`src/rtl/fare_pkg.sv`:
```
// Shared types and constants for the fare account stage.
// Latency: n/a (declarations only).
// Backpressure: n/a.
package fare_pkg;

    // Control FSM: no card, card held with one debit allowed, debit consumed.
    typedef enum logic [1:0] {
        S_IDLE  = 2'b00,
        S_HELD  = 2'b01,
        S_SPENT = 2'b10
    } fare_state_t;

    // Admin port opcodes.
    typedef enum logic [1:0] {
        OP_TOPUP      = 2'b00,
        OP_ACTIVATE   = 2'b01,
        OP_DEACTIVATE = 2'b10,
        OP_MONTHLY    = 2'b11
    } adm_op_t;

    // Fare debited per gate passage, in cents.
    localparam int DEFAULT_FARE = 300;

endpackage

```
`src/rtl/fare_account_table.sv`:
```
// Per-card account register array: active flag, monthly flag, balance.
// Latency: reads are combinational; writes commit on the clock edge.
// Backpressure: none; debit write wins over admin write (caller keeps them exclusive).
// Ports: three read addresses (tap, held card, admin target), debit write (balance
// only, at the held card) and admin write (whole entry, at the admin target).
module fare_account_table #(
    parameter int N_CARDS = 16,
    parameter int ID_W    = 4,
    parameter int BAL_W   = 12
) (
    input  logic             clk,
    input  logic             rst_n,
    // tap lookup
    input  logic [ID_W-1:0]  tap_addr,
    output logic             tap_active,
    output logic             tap_mon,
    output logic [BAL_W-1:0] tap_bal,
    // held-card balance read and debit write
    input  logic [ID_W-1:0]  cur_addr,
    output logic [BAL_W-1:0] cur_bal,
    input  logic             dbt_en,
    input  logic [BAL_W-1:0] dbt_bal,
    // admin target read and write
    input  logic [ID_W-1:0]  adm_addr,
    output logic             adm_active,
    output logic             adm_mon,
    output logic [BAL_W-1:0] adm_bal,
    input  logic             adm_en,
    input  logic             adm_wactive,
    input  logic             adm_wmon,
    input  logic [BAL_W-1:0] adm_wbal
);

    logic             active_q [N_CARDS];
    logic             mon_q    [N_CARDS];
    logic [BAL_W-1:0] bal_q    [N_CARDS];

    assign tap_active = active_q[tap_addr];
    assign tap_mon    = mon_q[tap_addr];
    assign tap_bal    = bal_q[tap_addr];
    assign cur_bal    = bal_q[cur_addr];
    assign adm_active = active_q[adm_addr];
    assign adm_mon    = mon_q[adm_addr];
    assign adm_bal    = bal_q[adm_addr];

    always_ff @(posedge clk or negedge rst_n) begin
        if (!rst_n) begin
            for (int i = 0; i < N_CARDS; i++) begin
                active_q[i] <= 1'b0;
                mon_q[i]    <= 1'b0;
                bal_q[i]    <= '0;
            end
        end else if (dbt_en) begin
            bal_q[cur_addr] <= dbt_bal;
        end else if (adm_en) begin
            active_q[adm_addr] <= adm_wactive;
            mon_q[adm_addr]    <= adm_wmon;
            bal_q[adm_addr]    <= adm_wbal;
        end
    end

endmodule

```
`src/rtl/fare_account_unit.sv`:
```
// Card-account stage ahead of the gate FSM: tap lookup, single debit per tap, admin edits.
// Latency: qualifiers registered 1 cycle after tap; debit visible on balance next cycle.
// Backpressure: adm_ready drops only in a cycle where a debit is being processed.
// Ports: tap_valid/tap_id (NFC), reduce_bal (gate debit pulse), adm_* (station
// controller), card_active/monthly/fund_enough/balance/debit_err (to gate).
module fare_account_unit
    import fare_pkg::*;
#(
    parameter int N_CARDS = 16,
    parameter int ID_W    = 4,
    parameter int BAL_W   = 12,
    parameter int FARE    = DEFAULT_FARE
) (
    input  logic             clk,
    input  logic             rst_n,
    input  logic             tap_valid,
    input  logic [ID_W-1:0]  tap_id,
    input  logic             reduce_bal,
    input  logic             adm_valid,
    input  logic [1:0]       adm_op,
    input  logic [ID_W-1:0]  adm_id,
    input  logic [BAL_W-1:0] adm_amount,
    output logic             adm_ready,
    output logic             card_active,
    output logic             monthly,
    output logic             fund_enough,
    output logic [BAL_W-1:0] balance,
    output logic             debit_err
);

    localparam logic [BAL_W:0] FARE_X = (BAL_W+1)'(FARE);

    function automatic logic covers_fare(input logic [BAL_W-1:0] bal);
        return {1'b0, bal} >= FARE_X;
    endfunction

    fare_state_t      state, state_nxt;
    logic [ID_W-1:0]  cur_id;

    logic             tap_act, tap_mon;
    logic [BAL_W-1:0] tap_bal, cur_bal;
    logic             adm_act_rd, adm_mon_rd;
    logic [BAL_W-1:0] adm_bal_rd;

    logic             debit_req, debit_ok, debit_fail, adm_fire, refresh;
    logic [BAL_W-1:0] debit_bal;
    logic [BAL_W:0]   topup_sum;
    logic             new_act, new_mon;
    logic [BAL_W-1:0] new_bal;

    // A debit is only considered when held and not pre-empted by a new tap.
    assign debit_req  = reduce_bal && (state == S_HELD) && !tap_valid;
    assign debit_ok   = debit_req && card_active && !monthly && covers_fare(cur_bal);
    assign debit_bal  = cur_bal - FARE_X[BAL_W-1:0];
    assign debit_fail = (debit_req && !debit_ok) ||
                        (reduce_bal && (state == S_IDLE) && !tap_valid);

    // Debit owns the table write port in its cycle, so admin is held off.
    assign adm_ready  = !debit_req;
    assign adm_fire   = adm_valid && adm_ready;
    // A tap replaces the held card, so it overrides any refresh of the old one.
    assign refresh    = adm_fire && (adm_id == cur_id) && (state != S_IDLE) && !tap_valid;

    // Admin entry update, including saturating top-up.
    always_comb begin
        new_act   = adm_act_rd;
        new_mon   = adm_mon_rd;
        new_bal   = adm_bal_rd;
        topup_sum = {1'b0, adm_bal_rd} + {1'b0, adm_amount};
        case (adm_op_t'(adm_op))
            OP_TOPUP:      new_bal = topup_sum[BAL_W] ? '1 : topup_sum[BAL_W-1:0];
            OP_ACTIVATE:   new_act = 1'b1;
            OP_DEACTIVATE: begin
                new_act = 1'b0;
                new_mon = 1'b0;
            end
            OP_MONTHLY: begin
                new_act = 1'b1;
                new_mon = 1'b1;
            end
            default: ;
        endcase
    end

    fare_account_table #(
        .N_CARDS (N_CARDS),
        .ID_W    (ID_W),
        .BAL_W   (BAL_W)
    ) u_table (
        .clk         (clk),
        .rst_n       (rst_n),
        .tap_addr    (tap_id),
        .tap_active  (tap_act),
        .tap_mon     (tap_mon),
        .tap_bal     (tap_bal),
        .cur_addr    (cur_id),
        .cur_bal     (cur_bal),
        .dbt_en      (debit_ok),
        .dbt_bal     (debit_bal),
        .adm_addr    (adm_id),
        .adm_active  (adm_act_rd),
        .adm_mon     (adm_mon_rd),
        .adm_bal     (adm_bal_rd),
        .adm_en      (adm_fire),
        .adm_wactive (new_act),
        .adm_wmon    (new_mon),
        .adm_wbal    (new_bal)
    );

    always_ff @(posedge clk or negedge rst_n) begin
        if (!rst_n) state <= S_IDLE;
        else        state <= state_nxt;
    end

    always_comb begin
        state_nxt = state;
        if (tap_valid)                               state_nxt = S_HELD;
        else if (reduce_bal && (state == S_HELD))    state_nxt = S_SPENT;
    end

    always_ff @(posedge clk or negedge rst_n) begin
        if (!rst_n) begin
            cur_id      <= '0;
            card_active <= 1'b0;
            monthly     <= 1'b0;
            fund_enough <= 1'b0;
            balance     <= '0;
            debit_err   <= 1'b0;
        end else begin
            debit_err <= debit_fail;
            if (tap_valid) begin
                // Lookup sees the table as it was before this edge.
                cur_id      <= tap_id;
                card_active <= tap_act;
                monthly     <= tap_mon && tap_act;
                fund_enough <= tap_act && covers_fare(tap_bal);
                balance     <= tap_bal;
            end else if (refresh) begin
                card_active <= new_act;
                monthly     <= new_mon && new_act;
                fund_enough <= new_act && covers_fare(new_bal);
                balance     <= new_bal;
            end else if (debit_ok) begin
                balance     <= debit_bal;
            end
        end
    end

endmodule

```
`config.mk`:
```
export PLATFORM = sky130hd
export DESIGN_NAME = fare_account_unit
export DESIGN_NICKNAME = d
export VERILOG_FILES = /design/src/rtl/fare_pkg.sv /design/src/rtl/fare_account_table.sv /design/src/rtl/fare_account_unit.sv
export SDC_FILE = /design/constraint.sdc
export NUM_CORES = 1
export LEC_CHECK = 0
export CAP_MARGIN = 30
export CORE_MARGIN = 1
export CORE_UTILIZATION = 45
export CTS_CLUSTER_DIAMETER = 80
export DETAILED_ROUTE_END_ITERATION = 6
export GPL_ROUTABILITY_DRIVEN = 0
export HOLD_SLACK_MARGIN = 0.05
export PLACE_DENSITY = 0.58
export SYNTH_ARGS = -nofsm -noshare
export SYNTH_HDL_FRONTEND = slang
export SYNTH_SLANG_ARGS = --single-unit
```
`constraint.sdc`:
```
create_clock -name clk -period 4.6 [get_ports clk]
set_input_delay 0.46 -clock clk [delete_from_list [all_inputs] [get_ports clk]]
set_output_delay 0.46 -clock clk [all_outputs]
set_load 0.05 [all_outputs]
```
==> summary.txt, run 1 <==
Outcome = finished clean
Multi-input gate area in the final layout = 9820 sq um
Dominant synthesized flop cell = sky130_fd_sc_hd__dfrtp_1
Final net count = 1,535
Pre-CTS setup slack = 0.0598 ns
Average via count per standard cell = 7.25
DRC violations left = 0
Share of layout cells above drive strength 1 = 0.280
Slew at the pin closest to its max-slew limit = 1.15 ns
Number of nets with antenna violations after detailed routing = 0
Number of antenna violations at the first check in global routing = 0
Worst-Skew Late Latency = 0.57 ns
Longest individual stage delay on the worst path = 0.73 ns
Number of buffers inserted by port buffering = 43
FFs w/ async S/R, synth = 1.00
Total net switching power = 4.24 mW
Final routed wire length divided by cell count = 32.9 um
Crit path DAT = 4.86 ns
Clk pin slew, worst setup/hold paths = 0.06 ns
Power share of the sequential group = 0.334
Switching Share = 0.390
Startpoint type of the worst setup path = flip-flop
Worst setup margin = 0.253 ns
Initial Util = 0.456
Net Count, Synth = 1,480
Number of placement rows = 70
Max-slew violation total from the final report = 0
Maximum clock frequency = 230 MHz
Slowest stage cell, crit path = sky130_fd_sc_hd__o21a_1
Tightest Hold Check Type = flip-flop to flip-flop
Post-synth EDFFs = 0
Final total negative setup slack = 0 ns
Reg-to-reg setup timing slack = 0.25 ns
Int Pwr = 6.64 mW
Area share of the leading cell type in the synthesized netlist = 0.370
Pre-Repair DR Iteration Count = 6
Tot GR Track Use = 0.351
Full die area = 37,800 sq um
Total via count in the routed design = 14,388
Post-synthesis register bit count = 246
Half-perimeter wire length after detailed placement = 43,700 um
Maximum ir drop on the vdd rail = 0.247 mV
Post-detailed-placement cell area = 18,000 sq um
Final period utilization = 0.945
Number of buffers on the longest clock path = 3
Sequential fraction of the synthesis area = 0.370
Required time of the worst setup path = 5.11 ns
Worst Skew = 0.0120 ns
Total power divided by cell area = 571 nW/um^2
Total chip power = 10.9 mW
Static Leak = 7.97 nW
Ports placed on the boundary = 44
Top cells by count, synth = sky130_fd_sc_hd__dfrtp_1 (246), sky130_fd_sc_hd__mux4_2 (182), sky130_fd_sc_hd__nand2_1 (177)
Fill count = 3,107
Total number of yosys warnings = 0
Cell type contributing the most total cell area after synthesis = sky130_fd_sc_hd__dfrtp_1
List of cells traversed by the critical path = mux4_2 > a22o_1 > a221oi_4 > inv_2 > ha_1 > nor2_1 > a22oi_2 > a211oi_2 > o31a_2 > or2_1 > o21a_1 > a221o_1
Post-Synthesis Cell Area = 16,600 sq um
Instance count of the mapped netlist = 1,439
RSZ-0062 raised after global routing = false
Synth Area per Inst = 11.6 sq um
Clock group share of total power = 0.237
Final hold violation count = 0
Top-count cell post-synth = sky130_fd_sc_hd__dfrtp_1
Count of clock tree sinks = 246
Floorplan die width = 194 um
Layout area overhead = 14.5%
Pin count of the biggest net entering global routing = 113
Ranking of synthesized cells by area = sky130_fd_sc_hd__dfrtp_1 (37%), sky130_fd_sc_hd__mux4_2 (25%), sky130_fd_sc_hd__a221o_1 (7.6%), sky130_fd_sc_hd__nand2_1 (4.0%), sky130_fd_sc_hd__nor2_1 (3.7%)
Via count of the first global-routing pass = 14,092
Highest net fanout along the worst path = 13
Number of distinct library cell variants in the gate-level netlist after synthesis = 86
WS Path Type = flip-flop to flip-flop
Max-Slew Margin vs Limit = 0.236
Final cell utilization of the core = 0.522
Category of the worst setup path capture point = flip-flop
Total core area = 36,500 sq um
Clock H-tree levels = 1
Max-cap check violation count = 0
Congestion Overflow GR = 0
Inserted Clock Buffers = 29
Final setup violation count = 0
Storage cell area = 6160 sq um
Wire length of the first global-routing pass = 96,100 um
Clock root buffer = sky130_fd_sc_hd__clkbuf_16
Count of routing violations after the opening detailed-route iteration = 2,093
Die Y = 194 um
TritonCTS clock tree = built
Non-Filler Cell Area, Final = 19,100 sq um
Final wirelength = 65,300 um
Final worst path period need = 4.35 ns
Fraction of power consumed by combinational cells = 0.428
-- cells by family (layout without fill, tap and decap cells) --
family | Yosys count | count (layout) | synth area share
buffers and inverters | 150 | 227 | 0.0425
and+or+nand+nor | 452 | 452 | 0.121
xor gates and xnor gates | 20 | 20 | 0.0110
AOI/OAI and AO/OA | 327 | 327 | 0.166
DFF | 246 | 246 | 0.370
other | 0 | 1 | 0
adders and majority gates | 14 | 14 | 0.0110
muxes | 230 | 230 | 0.279
-- final cells by class --
type	instances	share of cell area
inverters	24	0.00473
repair buffers	150	0.0700
well taps	468	0.0307
clock buffers	36	0.0426
flip-flops and latches	246	0.323
diodes	1	0.000131
multi-input cells	1043	0.515
clock inverters	17	0.0129
-- placed cells by master (no fill, tap or decap), types with 11 or more instances in the layout --
cell / n
sky130_fd_sc_hd__a21oi_1: 18
sky130_fd_sc_hd__a221o_1: 126
sky130_fd_sc_hd__a22oi_1: 20
sky130_fd_sc_hd__buf_4: 97
sky130_fd_sc_hd__clkbuf_16: 29
sky130_fd_sc_hd__clkdlybuf4s50_1: 36
sky130_fd_sc_hd__dfrtp_1: 244
sky130_fd_sc_hd__ha_1: 13
sky130_fd_sc_hd__inv_1: 20
sky130_fd_sc_hd__mux2_2: 13
sky130_fd_sc_hd__mux2i_1: 31
sky130_fd_sc_hd__mux4_2: 182
sky130_fd_sc_hd__nand2_1: 177
sky130_fd_sc_hd__nand2b_1: 11
sky130_fd_sc_hd__nand3_1: 13
sky130_fd_sc_hd__nor2_1: 165
sky130_fd_sc_hd__nor2b_1: 14
sky130_fd_sc_hd__o21ai_0: 47
sky130_fd_sc_hd__o221ai_1: 15
sky130_fd_sc_hd__xnor2_1: 14
-- path summary, 6_finish.rpt --
| kind | from | end | cells past startpoint |
|---|---|---|---|
| worst max-delay path | cur_id[0]$_DFFE_PN0P_ | u_table.bal_q[166]$_DFFE_PN0P_ | 12 |
| worst min-delay path | balance[0]$_DFFE_PN0P_ | balance[0]$_DFFE_PN0P_ | 1 |
| worst max register to register | cur_id[0]$_DFFE_PN0P_ | u_table.bal_q[166]$_DFFE_PN0P_ | 12 |
| worst min register to register | balance[0]$_DFFE_PN0P_ | balance[0]$_DFFE_PN0P_ | 1 |
| max in group asynchronous | rst_n | u_table.mon_q[7]$_DFFE_PN0P_ | 3 |
| min in group asynchronous | rst_n | u_table.bal_q[160]$_DFFE_PN0P_ | 2 |
-- metal layers --
metal  vias up  routed length (um)  track usage
met5         -                   0            0
met4         0                4280        0.209
met3       246                7280       0.0880
met1      7326               24200        0.457
li1       5769                   -            -
met2      1047               29500        0.533
-- power by group through the flow --
stage,Clock (mW),Combinational [mW],Sequential [mW]
after global routing,2.68,4.93,3.71
final,2.58,4.66,3.64
after floorplan,0,3.18,3.50
after CTS,2.60,4.58,3.58
after global placement,0,4.48,3.58
after detailed placement,0,4.56,3.62
-- timing repair --
item / in CTS / in global routing
hold buffers: 1 / 0
endpoints found under the hold margin: 110 / 0
buffers inserted: 0 / 0
resized for setup: 0 / 0
-- worst max-delay path: cells and delay by family (launching register included) --
kind	cells	cell delay, ns
compound gates	7	2.26
fa+ha+maj	1	0.24
simple gates	2	0.51
buf+inv	1	0.11
flops	1	0.60
mux	1	0.56
-- per-stage QoR --
stage	cells	hold WS [ns]
6_report	1985	0.475
5_1_grt	1984	0.497
3_5_place_dp	1930	0.470
2_1_floorplan	1439	0.164
4_1_cts	1984	0.483
3_3_place_gp	1925	0.468
-- sequential cells by signal, summed over array words and instances (netlist names) --
signal and flops:
state 2, u_table.active_q 16, balance 12, cur_id 4, u_table.mon_q 16, monthly 1, u_table.bal_q 192, debit_err 1
card_active 1, fund_enough 1
(Power assumes the default switching activity.)
==> run 2: changes to the inputs <==
--- a/config.mk
+++ b/config.mk
@@ -5,6 +5,7 @@
 export SDC_FILE = /design/constraint.sdc
 export NUM_CORES = 1
 export LEC_CHECK = 0
+export ABC_AREA = 1
 export CAP_MARGIN = 30
 export CORE_MARGIN = 1
 export CORE_UTILIZATION = 45
==> run 2 against run 1 <==
Effect of this change:
- worst hold slack better by 0.0065 ns
- flip-flop and latch count is the same
- combinational power decreased by 39%
- cell count grew 100%
- synthesized cell count increased by 140%
- core utilization shrank 0.37 points
- global-route usage rose by 7.3 points
- worst setup slack got worse by 0.11 ns
- largest cell class unchanged
- largest power group is now the clock network
- highest routed layer unchanged
==> summary.txt, run 2 <==
Largest registers = u_table.bal_q: 192 flops, u_table.active_q: 16 flops, u_table.mon_q: 16 flops
WS Path Type = flip-flop to flip-flop
Initial Util = 0.455
Final Non-Filler Cells = 3,995
Post-detailed-placement cell area = 21,600 sq um
Via count of the first global-routing pass = 22,893
Post-synthesis register bit count = 246
Non-Filler Cell Area, Final = 22,900 sq um
Most flop-heavy register = u_table.bal_q
Synth Area per Inst = 5.94 sq um
Top-count cell post-synth = sky130_fd_sc_hd__nand2_1
Final setup violation count = 0
Average via count per standard cell = 6.20
Final hold violation count = 0
Number of buffers on the longest clock path = 3
Max-Slew Margin vs Limit = 0.367
RSZ-0062 raised after global routing = false
Most common cell after layout, fill and taps aside = sky130_fd_sc_hd__nand2_1
Diodes inserted = 0
Final period utilization = 0.969
Total via count in the routed design = 24,784
Worst Hold Endpoint = balance[0]$_DFFE_PN0P_
Worst flop-to-flop path startpoint = cur_id[1]$_DFFE_PN0P_
Congestion Overflow GR = 0
Int Pwr = 5.38 mW
Power share of the sequential group = 0.325
Total chip power = 8.93 mW
Final routed wire length divided by cell count = 24.2 um
Number of placement rows = 77
Post-Synthesis Cell Area = 20,100 sq um
Switching Share = 0.398
Number of flip-flops in the largest register = 192
Max-slew violation total from the final report = 0
Maximum ir drop on the vdd rail = 0.312 mV
Ports placed on the boundary = 44
Outcome = finished clean
Number of buffers inserted by port buffering = 43
Number of nets with antenna violations after detailed routing = 0
Final worst path period need = 4.46 ns
Highest net fanout along the worst path = 19
Final wirelength = 96,600 um
Floorplan die width = 214 um
Number of antenna violations at the first check in global routing = 0
Instance count of the mapped netlist = 3,388
Depth of the worst register-to-register path = 17
Post-CTS setup buffers = 0
Final total negative setup slack = 0 ns
Total power divided by cell area = 390 nW/um^2
Area share of the leading cell type in the synthesized netlist = 0.306
Wire length of the first global-routing pass = 143,000 um
Max-cap check violation count = 0
Pin count of the biggest net entering global routing = 147
Ranking of synthesized cells by area = sky130_fd_sc_hd__dfrtp_1 (31%), sky130_fd_sc_hd__nand2_1 (24%), sky130_fd_sc_hd__nand3_1 (11%), sky130_fd_sc_hd__o21ai_0 (5.5%), sky130_fd_sc_hd__inv_1 (5.0%)
Clk pin slew, worst setup/hold paths = 0.06 ns
Maximum clock frequency = 224 MHz
Final net count = 3,417
Slew at the pin closest to its max-slew limit = 0.948 ns
Tightest Hold Check Type = flip-flop to flip-flop
Critical R2R Capture = u_table.bal_q[107]$_DFFE_PN0P_
Category of the worst setup path capture point = flip-flop
Fraction of power consumed by combinational cells = 0.321
Pre-Repair DR Iteration Count = 6
Inserted Clock Buffers = 35
Worst-Skew Late Latency = 0.58 ns
Dominant synthesized flop cell = sky130_fd_sc_hd__dfrtp_1
Crit path DAT = 4.97 ns
Clock H-tree levels = 2
TritonCTS clock tree = built
Total number of yosys warnings = 0
Count of routing violations after the opening detailed-route iteration = 3,590
FFs w/ async S/R, synth = 1.00
Post-synth EDFFs = 0
Half-perimeter wire length after detailed placement = 68,300 um
Full die area = 45,600 sq um
Count of clock tree sinks = 246
Reg-to-reg setup timing slack = 0.14 ns
Share of layout cells above drive strength 1 = 0.0764
Clock root buffer = sky130_fd_sc_hd__clkbuf_16
Required time of the worst setup path = 5.11 ns
Die Y = 214 um
Static Leak = 11.5 nW
DRC violations left = 0
Total core area = 44,200 sq um
Startpoint type of the worst setup path = flip-flop
Worst Skew = 0.0255 ns
Cells on Worst Hold Path = 2
Net Count, Synth = 3,429
Top cells by count, synth = sky130_fd_sc_hd__nand2_1 (1,293), sky130_fd_sc_hd__nand3_1 (430), sky130_fd_sc_hd__inv_1 (266)
Tot GR Track Use = 0.424
Clock group share of total power = 0.354
Layout area overhead = 13.7%
Start point of the worst min-delay path = balance[0]$_DFFE_PN0P_
Most used cells in the layout excluding fill and tap cells = sky130_fd_sc_hd__nand2_1 (1,293), sky130_fd_sc_hd__nand3_1 (430), sky130_fd_sc_hd__inv_1 (263), sky130_fd_sc_hd__dfrtp_1 (245), sky130_fd_sc_hd__nor2_1 (239)
Cell type contributing the most total cell area after synthesis = sky130_fd_sc_hd__dfrtp_1
Sequential fraction of the synthesis area = 0.306
Number of cells in the design after placement = 3,930
Total net switching power = 3.55 mW
Number of distinct library cell variants in the gate-level netlist after synthesis = 41
-- run 2: changes by cell type after synthesis, moves of 24 or more --
cell / previous run / this run
sky130_fd_sc_hd__nand2_1: 177 / 1293
sky130_fd_sc_hd__nand3_1: 13 / 430
sky130_fd_sc_hd__inv_1: 20 / 266
sky130_fd_sc_hd__mux4_2: 182 / 0
sky130_fd_sc_hd__o21ai_0: 47 / 223
sky130_fd_sc_hd__a221o_1: 126 / 0
sky130_fd_sc_hd__nand4_1: 7 / 118
sky130_fd_sc_hd__a21oi_1: 18 / 108
sky130_fd_sc_hd__nor2_1: 165 / 241
sky130_fd_sc_hd__clkbuf_1: 61 / 128
sky130_fd_sc_hd__o22ai_1: 10 / 50
sky130_fd_sc_hd__buf_2: 34 / 72
sky130_fd_sc_hd__mux2i_1: 31 / 0
sky130_fd_sc_hd__o21ai_1: 9 / 33
-- run 2: layout make-up --
type	count	area (sq um)
Fill cell	4543	21300
Multi-Input combinational cell	2628	11900
Sequential cell	246	6160
Timing Repair Buffer	182	1680
Inverter	283	1070
Clock buffer	43	967
Tap cell	592	741
Clock inverter	21	355
-- run 2: worst max-delay path, cell delays in order (launching register included) --
cell,delay (ns)
sky130_fd_sc_hd__dfrtp_1,0.49
sky130_fd_sc_hd__clkinvlp_4,0.44
sky130_fd_sc_hd__buf_4,0.34
sky130_fd_sc_hd__nand2_1,0.08
sky130_fd_sc_hd__nand2_1,0.08
sky130_fd_sc_hd__nand2_1,0.07
sky130_fd_sc_hd__nand2_1,0.06
sky130_fd_sc_hd__nor2_2,0.41
sky130_fd_sc_hd__ha_1,0.32
sky130_fd_sc_hd__nand3_1,0.13
sky130_fd_sc_hd__nand3_1,0.11
sky130_fd_sc_hd__nand2_2,0.12
sky130_fd_sc_hd__nand2_4,0.37
sky130_fd_sc_hd__buf_4,0.28
sky130_fd_sc_hd__nand4_2,0.46
sky130_fd_sc_hd__inv_2,0.41
sky130_fd_sc_hd__nand2_1,0.10
sky130_fd_sc_hd__nand3_1,0.13
-- run 2: kinds of logic after synthesis --
family / synth area share
buffers and inverters: 0.104
AO/OA/AOI/OAI: 0.128
AND/OR/NAND/NOR: 0.451
flip-flops: 0.306
adder cells (fa/ha/maj): 0.00907
XOR/XNOR: 0.00174
-- run 2: layer usage --
layer / vias to the layer above / global-route usage / share of wire
met1: 11529 / 0.562 / 0.39
met4: 0 / 0.292 / 0.071
met3: 389 / 0.107 / 0.13
met2: 1809 / 0.605 / 0.41
li1: 11057 / - / -
met5: - / 0 / 0
-- run 2: repair_timing --
| item | in CTS | in global routing |
|---|---|---|
| setup endpoints to repair | 0 | 71 |
| hold buffers | 1 | 0 |
| endpoints found under the hold margin | 85 | 0 |
| resized for setup | 0 | 3 |
-- run 2: worst max-delay path by stage --
stage                     depth (start not counted)                  start                              to
final                                            17  cur_id[1]$_DFFE_PN0P_  u_table.bal_q[107]$_DFFE_PN0P_
after global routing                             17  cur_id[1]$_DFFE_PN0P_   u_table.bal_q[26]$_DFFE_PN0P_
after CTS                                        17  cur_id[1]$_DFFE_PN0P_  u_table.bal_q[128]$_DFFE_PN0P_
after detailed placement                         28              adm_id[1]         balance[11]$_DFFE_PN0P_
after global placement                           28              adm_id[1]         balance[11]$_DFFE_PN0P_
after floorplan                                  24              adm_id[0]   u_table.bal_q[48]$_DFFE_PN0P_
-- run 2: per-stage QoR --
step / setup slack, ns / hold slack [ns] / util
global route: 0.0109 / 0.506 / 0.518
floorplan: 0.974 / 0.164 / -
global placement: 0.115 / 0.464 / 0.488
detailed placement: 0.0338 / 0.471 / 0.488
CTS: 0.150 / 0.486 / 0.518
finish: 0.141 / 0.481 / 0.518
-- run 2: power by group through the flow --
stage	Combinational (mW)	Clock, mW	Sequential [mW]
after floorplan	1.63	0	2.86
after global placement	2.72	0	2.91
after detailed placement	2.76	0	2.91
after CTS	2.77	3.19	2.88
after global routing	3.08	3.27	2.92
final	2.86	3.16	2.90
